==> config.mk <==
export PLATFORM = sky130hd
export DESIGN_NAME = vote_round_sequencer_flat
export DESIGN_NICKNAME = d
export VERILOG_FILES = /design/src/rtl/vote_pkg.sv /design/src/rtl/vote_round_sequencer_if.sv /design/src/rtl/vote_alarm_tracker.sv /design/src/rtl/vote_round_sequencer.sv /design/src/flat_wrapper.sv
export SDC_FILE = /design/constraint.sdc
export NUM_CORES = 1
export LEC_CHECK = 0
export ABC_CLOCK_PERIOD_IN_PS = 4400
export CAP_MARGIN = 25
export CORE_ASPECT_RATIO = 0.5
export CORE_MARGIN = 8
export CORE_UTILIZATION = 30
export DETAILED_ROUTE_END_ITERATION = 6
export DONT_BUFFER_PORTS = 1
export PLACE_DENSITY_LB_ADDON = 0.3
export SYNTH_ARGS = -nofsm -noshare
export SYNTH_HDL_FRONTEND = slang
export SYNTH_SLANG_ARGS = --single-unit
==> constraint.sdc <==
create_clock -name clk -period 4.4 [get_ports clk]
set_clock_uncertainty 0.2 [all_clocks]
set_input_delay 0.88 -clock clk [delete_from_list [all_inputs] [get_ports clk]]
set_output_delay 0.88 -clock clk [all_outputs]
set_load 0.03 [all_outputs]
==> src/rtl/vote_pkg.sv <==
// Shared types and default sizing for the voter-round sequencer.
// Latency: n/a (declarations only).
// Backpressure: n/a.
package vote_pkg;

    localparam int DEF_MAX_VOTERS   = 8;
    localparam int DEF_CNT_W        = 4;
    localparam int DEF_THR_W        = 3;
    localparam int DEF_ALARM_ROUNDS = 3;

    typedef enum logic [1:0] {
        IDLE = 2'd0,
        SCAN = 2'd1,
        DONE = 2'd2
    } state_t;

    // Limit a requested voter count to the number of physical voter inputs.
    function automatic logic [DEF_CNT_W-1:0] clamp_voters(input logic [DEF_CNT_W-1:0] n);
        if (n > DEF_CNT_W'(DEF_MAX_VOTERS)) begin
            return DEF_CNT_W'(DEF_MAX_VOTERS);
        end
        return n;
    endfunction

endpackage

==> src/rtl/vote_round_sequencer_if.sv <==
// Bundle of round request, configuration and result signals.
// Latency: n/a (wires only).
// Backpressure: start is ignored by the slave while busy is high.
interface vote_round_sequencer_if
    import vote_pkg::*;
#(
    parameter int MAX_VOTERS = DEF_MAX_VOTERS,
    parameter int CNT_W      = DEF_CNT_W,
    parameter int THR_W      = DEF_THR_W
);
    logic                  start;
    logic [MAX_VOTERS-1:0] voters;
    logic [CNT_W-1:0]      cfg_num_voters;
    logic [THR_W-1:0]      cfg_fails_okay;
    logic                  alarm_clr;
    logic                  busy;
    logic                  done;
    logic                  result;
    logic [CNT_W-1:0]      fail_count;
    logic                  cfg_err;
    logic                  alarm;

    modport master (
        output start, voters, cfg_num_voters, cfg_fails_okay, alarm_clr,
        input  busy, done, result, fail_count, cfg_err, alarm
    );

    modport slave (
        input  start, voters, cfg_num_voters, cfg_fails_okay, alarm_clr,
        output busy, done, result, fail_count, cfg_err, alarm
    );
endinterface

==> src/rtl/vote_alarm_tracker.sv <==
// Counts consecutive failing rounds (saturating) and holds a sticky alarm.
// Latency: alarm updates on the edge where round_done is sampled.
// Backpressure: none; a set event always beats a coincident clear.
module vote_alarm_tracker #(
    parameter int ALARM_ROUNDS = 3
) (
    input  logic clk,
    input  logic rst,
    input  logic round_done,
    input  logic round_fail,
    input  logic alarm_clr,
    output logic alarm
);
    localparam logic [3:0] LIMIT = 4'(ALARM_ROUNDS);

    logic [3:0] consec;
    logic [3:0] consec_upd;
    logic       set_alarm;

    // Post-round counter value and whether this round reaches the alarm threshold.
    always_comb begin
        consec_upd = consec;
        set_alarm  = 1'b0;
        if (round_done) begin
            if (round_fail) begin
                if (consec != LIMIT) begin
                    consec_upd = consec + 4'd1;
                end
                set_alarm = (consec_upd == LIMIT);
            end else begin
                consec_upd = 4'd0;
            end
        end
    end

    // Clear only takes effect when no alarm is being raised on the same edge.
    always_ff @(posedge clk or posedge rst) begin
        if (rst) begin
            consec <= 4'd0;
            alarm  <= 1'b0;
        end else begin
            consec <= (alarm_clr && !set_alarm) ? 4'd0 : consec_upd;
            if (set_alarm) begin
                alarm <= 1'b1;
            end else if (alarm_clr) begin
                alarm <= 1'b0;
            end
        end
    end
endmodule

==> src/rtl/vote_round_sequencer.sv <==
// Snapshots voters/config on start, scans one voter per clock, reports fail count and verdict.
// Latency: start sampled at edge k -> done pulse in the cycle after edge k+n+1 (n = clamped count).
// Backpressure: start is dropped (not queued) while busy.
module vote_round_sequencer
    import vote_pkg::*;
#(
    parameter int MAX_VOTERS   = DEF_MAX_VOTERS,
    parameter int CNT_W        = DEF_CNT_W,
    parameter int THR_W        = DEF_THR_W,
    parameter int ALARM_ROUNDS = DEF_ALARM_ROUNDS
) (
    input  logic                    clk,
    input  logic                    rst,
    vote_round_sequencer_if.slave   bus
);
    localparam logic [CNT_W-1:0] ONE   = CNT_W'(1);
    localparam logic [CNT_W-1:0] LIMIT = CNT_W'(MAX_VOTERS);

    state_t                state;
    state_t                state_nxt;

    logic [MAX_VOTERS-1:0] snap_voters;
    logic [THR_W-1:0]      snap_okay;
    logic [CNT_W-1:0]      n;
    logic [CNT_W-1:0]      idx;
    logic [CNT_W-1:0]      acc;

    logic                  load;
    logic                  step;
    logic                  finish;
    logic                  busy;

    logic [CNT_W-1:0]      n_req;
    logic                  over_cfg;
    logic                  cur_bit;
    logic                  round_fail;

    logic                  done_q;
    logic                  result_q;
    logic [CNT_W-1:0]      fail_count_q;
    logic                  cfg_err_q;
    logic                  alarm_w;

    assign n_req      = clamp_voters(bus.cfg_num_voters);
    assign over_cfg   = (bus.cfg_num_voters > LIMIT);
    assign cur_bit    = |(snap_voters & (MAX_VOTERS'(1) << idx));
    assign round_fail = (acc > CNT_W'(snap_okay));

    // State register.
    always_ff @(posedge clk or posedge rst) begin
        if (rst) begin
            state <= IDLE;
        end else begin
            state <= state_nxt;
        end
    end

    // Next-state: a zero-voter round skips straight to DONE.
    always_comb begin
        state_nxt = state;
        case (state)
            IDLE: begin
                if (bus.start) begin
                    state_nxt = (n_req == '0) ? DONE : SCAN;
                end
            end
            SCAN: begin
                if (idx == n - ONE) begin
                    state_nxt = DONE;
                end
            end
            DONE:    state_nxt = IDLE;
            default: state_nxt = IDLE;
        endcase
    end

    // Per-state control strobes for the datapath.
    always_comb begin
        load   = (state == IDLE) && bus.start;
        step   = (state == SCAN);
        finish = (state == DONE);
        busy   = (state != IDLE);
    end

    // Snapshot, serial accumulate, and result registers (published as DONE is left).
    always_ff @(posedge clk or posedge rst) begin
        if (rst) begin
            snap_voters  <= '0;
            snap_okay    <= '0;
            n            <= '0;
            idx          <= '0;
            acc          <= '0;
            done_q       <= 1'b0;
            result_q     <= 1'b0;
            fail_count_q <= '0;
        end else begin
            done_q <= finish;
            if (load) begin
                snap_voters <= bus.voters;
                snap_okay   <= bus.cfg_fails_okay;
                n           <= n_req;
                idx         <= '0;
                acc         <= '0;
            end else if (step) begin
                acc <= acc + CNT_W'(cur_bit);
                idx <= idx + ONE;
            end
            if (finish) begin
                fail_count_q <= acc;
                result_q     <= round_fail;
            end
        end
    end

    // Sticky configuration error; a new over-range request beats a coincident clear.
    always_ff @(posedge clk or posedge rst) begin
        if (rst) begin
            cfg_err_q <= 1'b0;
        end else if (load && over_cfg) begin
            cfg_err_q <= 1'b1;
        end else if (bus.alarm_clr) begin
            cfg_err_q <= 1'b0;
        end
    end

    vote_alarm_tracker #(
        .ALARM_ROUNDS (ALARM_ROUNDS)
    ) u_alarm (
        .clk        (clk),
        .rst        (rst),
        .round_done (finish),
        .round_fail (round_fail),
        .alarm_clr  (bus.alarm_clr),
        .alarm      (alarm_w)
    );

    assign bus.busy       = busy;
    assign bus.done       = done_q;
    assign bus.result     = result_q;
    assign bus.fail_count = fail_count_q;
    assign bus.cfg_err    = cfg_err_q;
    assign bus.alarm      = alarm_w;
endmodule

==> src/flat_wrapper.sv <==
// flat-port wrapper written by rule: the top's interface ports become plain ports
module vote_round_sequencer_flat import vote_pkg::*;
#(
    parameter int MAX_VOTERS   = DEF_MAX_VOTERS,
    parameter int CNT_W        = DEF_CNT_W,
    parameter int THR_W        = DEF_THR_W,
    parameter int ALARM_ROUNDS = DEF_ALARM_ROUNDS
)
  (clk, rst, bus_start, bus_voters, bus_cfg_num_voters, bus_cfg_fails_okay, bus_alarm_clr, bus_busy, bus_done, bus_result, bus_fail_count, bus_cfg_err, bus_alarm);
  vote_round_sequencer_if #(.MAX_VOTERS(MAX_VOTERS), .CNT_W(CNT_W), .THR_W(THR_W)) bus_i ();
  input  logic clk;
  input  logic rst;
  input wire logic [$bits(bus_i.start)-1:0] bus_start;
  input wire logic [$bits(bus_i.voters)-1:0] bus_voters;
  input wire logic [$bits(bus_i.cfg_num_voters)-1:0] bus_cfg_num_voters;
  input wire logic [$bits(bus_i.cfg_fails_okay)-1:0] bus_cfg_fails_okay;
  input wire logic [$bits(bus_i.alarm_clr)-1:0] bus_alarm_clr;
  output wire logic [$bits(bus_i.busy)-1:0] bus_busy;
  output wire logic [$bits(bus_i.done)-1:0] bus_done;
  output wire logic [$bits(bus_i.result)-1:0] bus_result;
  output wire logic [$bits(bus_i.fail_count)-1:0] bus_fail_count;
  output wire logic [$bits(bus_i.cfg_err)-1:0] bus_cfg_err;
  output wire logic [$bits(bus_i.alarm)-1:0] bus_alarm;
  assign bus_i.start = bus_start;
  assign bus_i.voters = bus_voters;
  assign bus_i.cfg_num_voters = bus_cfg_num_voters;
  assign bus_i.cfg_fails_okay = bus_cfg_fails_okay;
  assign bus_i.alarm_clr = bus_alarm_clr;
  assign bus_busy = bus_i.busy;
  assign bus_done = bus_i.done;
  assign bus_result = bus_i.result;
  assign bus_fail_count = bus_i.fail_count;
  assign bus_cfg_err = bus_i.cfg_err;
  assign bus_alarm = bus_i.alarm;
  vote_round_sequencer #(.MAX_VOTERS(MAX_VOTERS), .CNT_W(CNT_W), .THR_W(THR_W), .ALARM_ROUNDS(ALARM_ROUNDS)) u_core (.clk(clk), .rst(rst), .bus(bus_i));
endmodule
[Word-level counts from Yosys, hierarchy flattened]
Cells that the tools add are included.
Operators by class
  add/sub/neg operators: 4
  magnitude comparators: 2
  equality and inequality tests: 7
  shift operators: 1
  mux-type cells: 22
  bitwise gates (word level): 1
  reductions and logical operators: 13
Operators by type and width (count)
  $mux 4: 12
  $reduce_bool 2->1: 5
  $add 4x1->4 const B: 2
  $and 8x8->8: 1
  $reduce_or 8->1: 1
  $shl 1x4->8 const A: 1
  $mux 1: 6
  $mux 2: 3
  $add 4x1->4: 1
  $eq 4x2->1 const B: 1
  $eq 4x4->1: 1
  $gt 4x3->1: 1
  $gt 4x4->1 const B: 1
  $logic_not 4->1: 1
  $ne 2x2->1 const B: 2
  $ne 4x2->1 const B: 1
  $pmux 2 s2: 1
  $sub 4x1->4 const B: 1
  $logic_and 1x1->1: 3
  $eq 2x1->1 const B: 1
  $eq 2x2->1 const B: 1
  $logic_not 2->1: 1
  $reduce_and 2->1: 1
  $logic_not 1->1: 1
Storage, ports and cells
  flip-flop bits (word level): 37
  input bits: 19
  output and inout bits: 9
  logic and storage cells: 62

[Longest topological paths before layout]
  word-level depth: 10
  mapped depth: 11
  mapped depth without buffers: 11

[Modules after synthesis]
From an unflattened synthesis, not the netlist that was laid out.
Unflattened totals
  cell total of the unflattened synthesis: 197
  area total of the unflattened synthesis: 1891.8 um^2
Modules (own cells, without submodules)
  vote_round_sequencer: instances 1, cells each 157, area an instance 1551.5 um^2, sequential area each 800.8 um^2
  vote_alarm_tracker: instances 1, cells each 40, area an instance 340.3 um^2, sequential area each 125.1 um^2

[Least setup slack after synthesis]
Ideal clock, no wire load.
  path kind: flip-flop to flip-flop
  start point: register u_core.idx[1]
  end point: register u_core.acc[1]
  library setup time: 0.121 ns
  data arrival time: 2.078 ns
  required time: 4.079 ns
  slack: 2.001 ns
  cell stages (with the launch flop): 10
  path buffers: 0
  period minus slack after synthesis: 2.399 ns
  path through: dfrtp_1 inv_1 ha_1 a222oi_1 nand2_1 a222oi_1 nor2_1 ha_1 ha_1 a22o_1
On the way
  longest elaborated chain between the ends: 6
RTL lines
  start, declared: line vote_round_sequencer.sv:25  | logic [CNT_W-1:0] idx;
  start signal, assigned: line vote_round_sequencer.sv:106  | idx <= idx + ONE;
  $shl 1x4->8: line vote_round_sequencer.sv:46  | assign cur_bit = |(snap_voters & (MAX_VOTERS'(1) << idx));
  $and 8x8->8: line vote_round_sequencer.sv:46
  $reduce_or 8->1: line vote_round_sequencer.sv:46
  $add 4x1->4: line vote_round_sequencer.sv:105  | acc <= acc + CNT_W'(cur_bit);
  $mux 4: line vote_round_sequencer.sv:104  | end else if (step) begin
  $mux 4: line vote_round_sequencer.sv:98  | if (load) begin
  end signal, assigned: line vote_round_sequencer.sv:105
  end, declared: line vote_round_sequencer.sv:26  | logic [CNT_W-1:0] acc;
No other way between the ends. The select of a mux whose other input is x is not followed.
A chain may end at the register's enable or synchronous reset.

[Final worst setup path]
Same ends and word-level chain as after synthesis.

==> flow_summary.toml <==
[status]
status = "complete, no violations"

[sta]
tightestPinTransition_ns = 0.789
setup_tns_ns = 0
fin_crit_ns = 2.57
slew_viol_final = 0
fmax_ghz = 0.389
period_share_pct = 58.5
hold_viol = 0
setup-violations-final = 0
whs_ns = 0.305
maxSlewHeadroom_pct = 47.3
rsz0062_at_grt = "false"

[cts]
worstSkewPairLatency_ns = 0.28
cts_tree = "yes"
cts_sinks = 37
cts_hold_buffers = 0
h-tree-depth = 2
cts_resized = 0
cts_setup_buffers = 0
cts.reportedPaths.clkPinSlew_ns = 0.05
cts_buffer_depth = 2
numCtsBuffers = 5
root_buffer = "clkbuf_16"

[cells_and_area]
drive_gt1_share_pct = 11.0
final_common_cell = "dfrtp_1"
area_delta_synth_final_pct = 13.2
stdcell_count = 270
diodes = 0
mostFrequentLayoutCells = "dfrtp_1 (37), nand2_1 (23), inv_1 (16)"
nNetsFinal = 214

[detailed_routing]
wl_per_cell_um = 14.4
vias = 1302
first_iter_violations = 58
ant_nets = 0
routed_via_density = 4.82
routed_wl_mm = 3.88
drt-pass1-iter-count = 4
drc_errors = 0

[synth]
syn-num-nets = 209
synth_top_area_share_pct = 48.9
async_reset_ff_share_pct = 100
ys.flop_type = "dfrtp_1"
yosysSeqAreaShare_pct = 48.9
synth_enable_flop_cells = 0
synthesis.instances = 177
yosys_warnings = 0
synth.area.top_cells = "dfrtp_1 (49%), ha_1 (8.6%), mux2_2 (5.4%)"
syn_area_um2 = 1890
ys_types = 37
synth_top_area_cell = "dfrtp_1"
syn_avg_cell_area_um2 = 10.7
synth_seq_cells = 37

[die]
ios = 28
die-area_um2 = 9260
core.rowCount = 20
coreArea_um2 = 6080
initial_core_util_pct = 31.1
die_w_um = 128
fp.dieH_um = 72.2

[critical_path]
crit_type = "reg -> reg"
crit_path_top_delay_cell = "dfrtp_1"
arrival_ns = 2.54
crit_chain = "inv_1 -> ha_1 -> a222oi_1 -> nand2_1 -> a222oi_1 -> nor2_1 -> ha_1 -> ha_1 -> a22o_1"
critPathCaptureType = "register"
path_max_fanout = 6
crit_buf_inv = 1
cpMostUsedCell = "ha_1"
startpoint_type = "register"
critPathMaxStageDelay_ns = 0.44
crit_family = "compound AO/OA/AOI/OAI gates"
required_ns = 4.36

[global_route]
overflow = 0
grt_max_degree = 24
grt_pass1_wl_mm = 6.42
antenna_found_initial = 0
grt_pass1_vias = 1293
track_usage_pct = 8.94

[pwr]
p_per_area_nw_per_um2 = 708
p_total_mw = 1.52
ir_drop_v = 0.000201
leakagePower_nw = 0.928

[job]
maxCapViolations = 0

[placement]
io_buffers = 0
place_congestion = 0.753
dp.cells = 263
place_hpwl_mm = 2.90

[hold_path]
hold_class = "reg -> reg"
## Yosys cell counts (2+ instances only)
library cell and instances:
a222oi_1 3, a22o_1 3, a31oi_1 4, clkbuf_1 2
dfrtp_1 37, ha_1 13, inv_1 16, mux2_1 2
mux2_2 9, nand2_1 23, nand2b_1 5, nand3_1 8
nand4_1 5, nand4b_1 3, nor2_1 4, nor3_1 4
o21ai_0 11, xnor2_1 6
## registers in the layout, indices dropped and copies added (netlist names)
name,flops
u_core.state,2
u_core.idx,4
u_core.n,4
u_core.bus.done,1
u_core.bus.fail_count,4
u_core.acc,4
u_core.bus.result,1
u_core.u_alarm.consec,4
u_core.snap_okay,3
u_core.bus.cfg_err,1
u_core.u_alarm.alarm,1
u_core.snap_voters,8
## through the flow
stage / setup slack [ns] / utilization (%) / instance area [um^2]
after floorplan: 2.00 / - / 1890
after detailed placement: 1.85 / 32.9 / 2000
after CTS: 1.84 / 35.2 / 2140
final: 1.83 / 35.2 / 2140
after global placement: 1.91 / 32.9 / 2000
after global routing: 1.60 / 35.2 / 2140
## cells by family (layout without fill, tap and decap cells)
family | count (synthesis) | count (layout) | synth area share (%)
AND/OR/NAND/NOR | 59 | 59 | 15.9
multiplexers | 11 | 11 | 6.55
flip-flops | 37 | 37 | 48.9
adder cells (fa/ha/maj) | 13 | 13 | 8.60
AO/OA/AOI/OAI | 32 | 32 | 13.4
buffers and inverters | 19 | 24 | 3.77
XOR/XNOR | 6 | 6 | 2.78
## power breakdown
part           switching, mW  internal, mW  leakage [nW]  total [mW]
clock network          0.122         0.222        0.0700       0.344
logic                  0.307         0.242         0.381       0.549
registers              0.157         0.465         0.477       0.622
## layout make-up
type,instances,area (um^2)
fillers,606,3940
flip-flops and latches,37,926
repair buffers,1,7.51
multi-input cells,121,895
well taps,88,110
inverters,16,60.1
clock buffers,7,143
## routing by layer
layer	wire [um]	GRT usage [%]	vias up
li1	-	-	648
met1	1730	10.2	625
met2	1790	13.8	23
met3	297	4.61	6
met4	66	3.92	0
met5	0	0	-
## path summary, 6_finish.rpt
kind	slack [ns]	start	end	cells past startpoint
hold / removal	0.30	u_core.snap_voters[2]	u_core.snap_voters[2]	1
setup / recovery	1.83	u_core.idx[1]	u_core.acc[1]	9
setup reg to reg	1.83	u_core.idx[1]	u_core.acc[1]	9
hold reg to reg	0.30	u_core.snap_voters[2]	u_core.snap_voters[2]	1
min in group asynchronous	0.33	rst	u_core.bus.cfg_err	1
max in group asynchronous	2.97	rst	u_core.snap_voters[3]	2
Power figures use the tool's default switching activity.
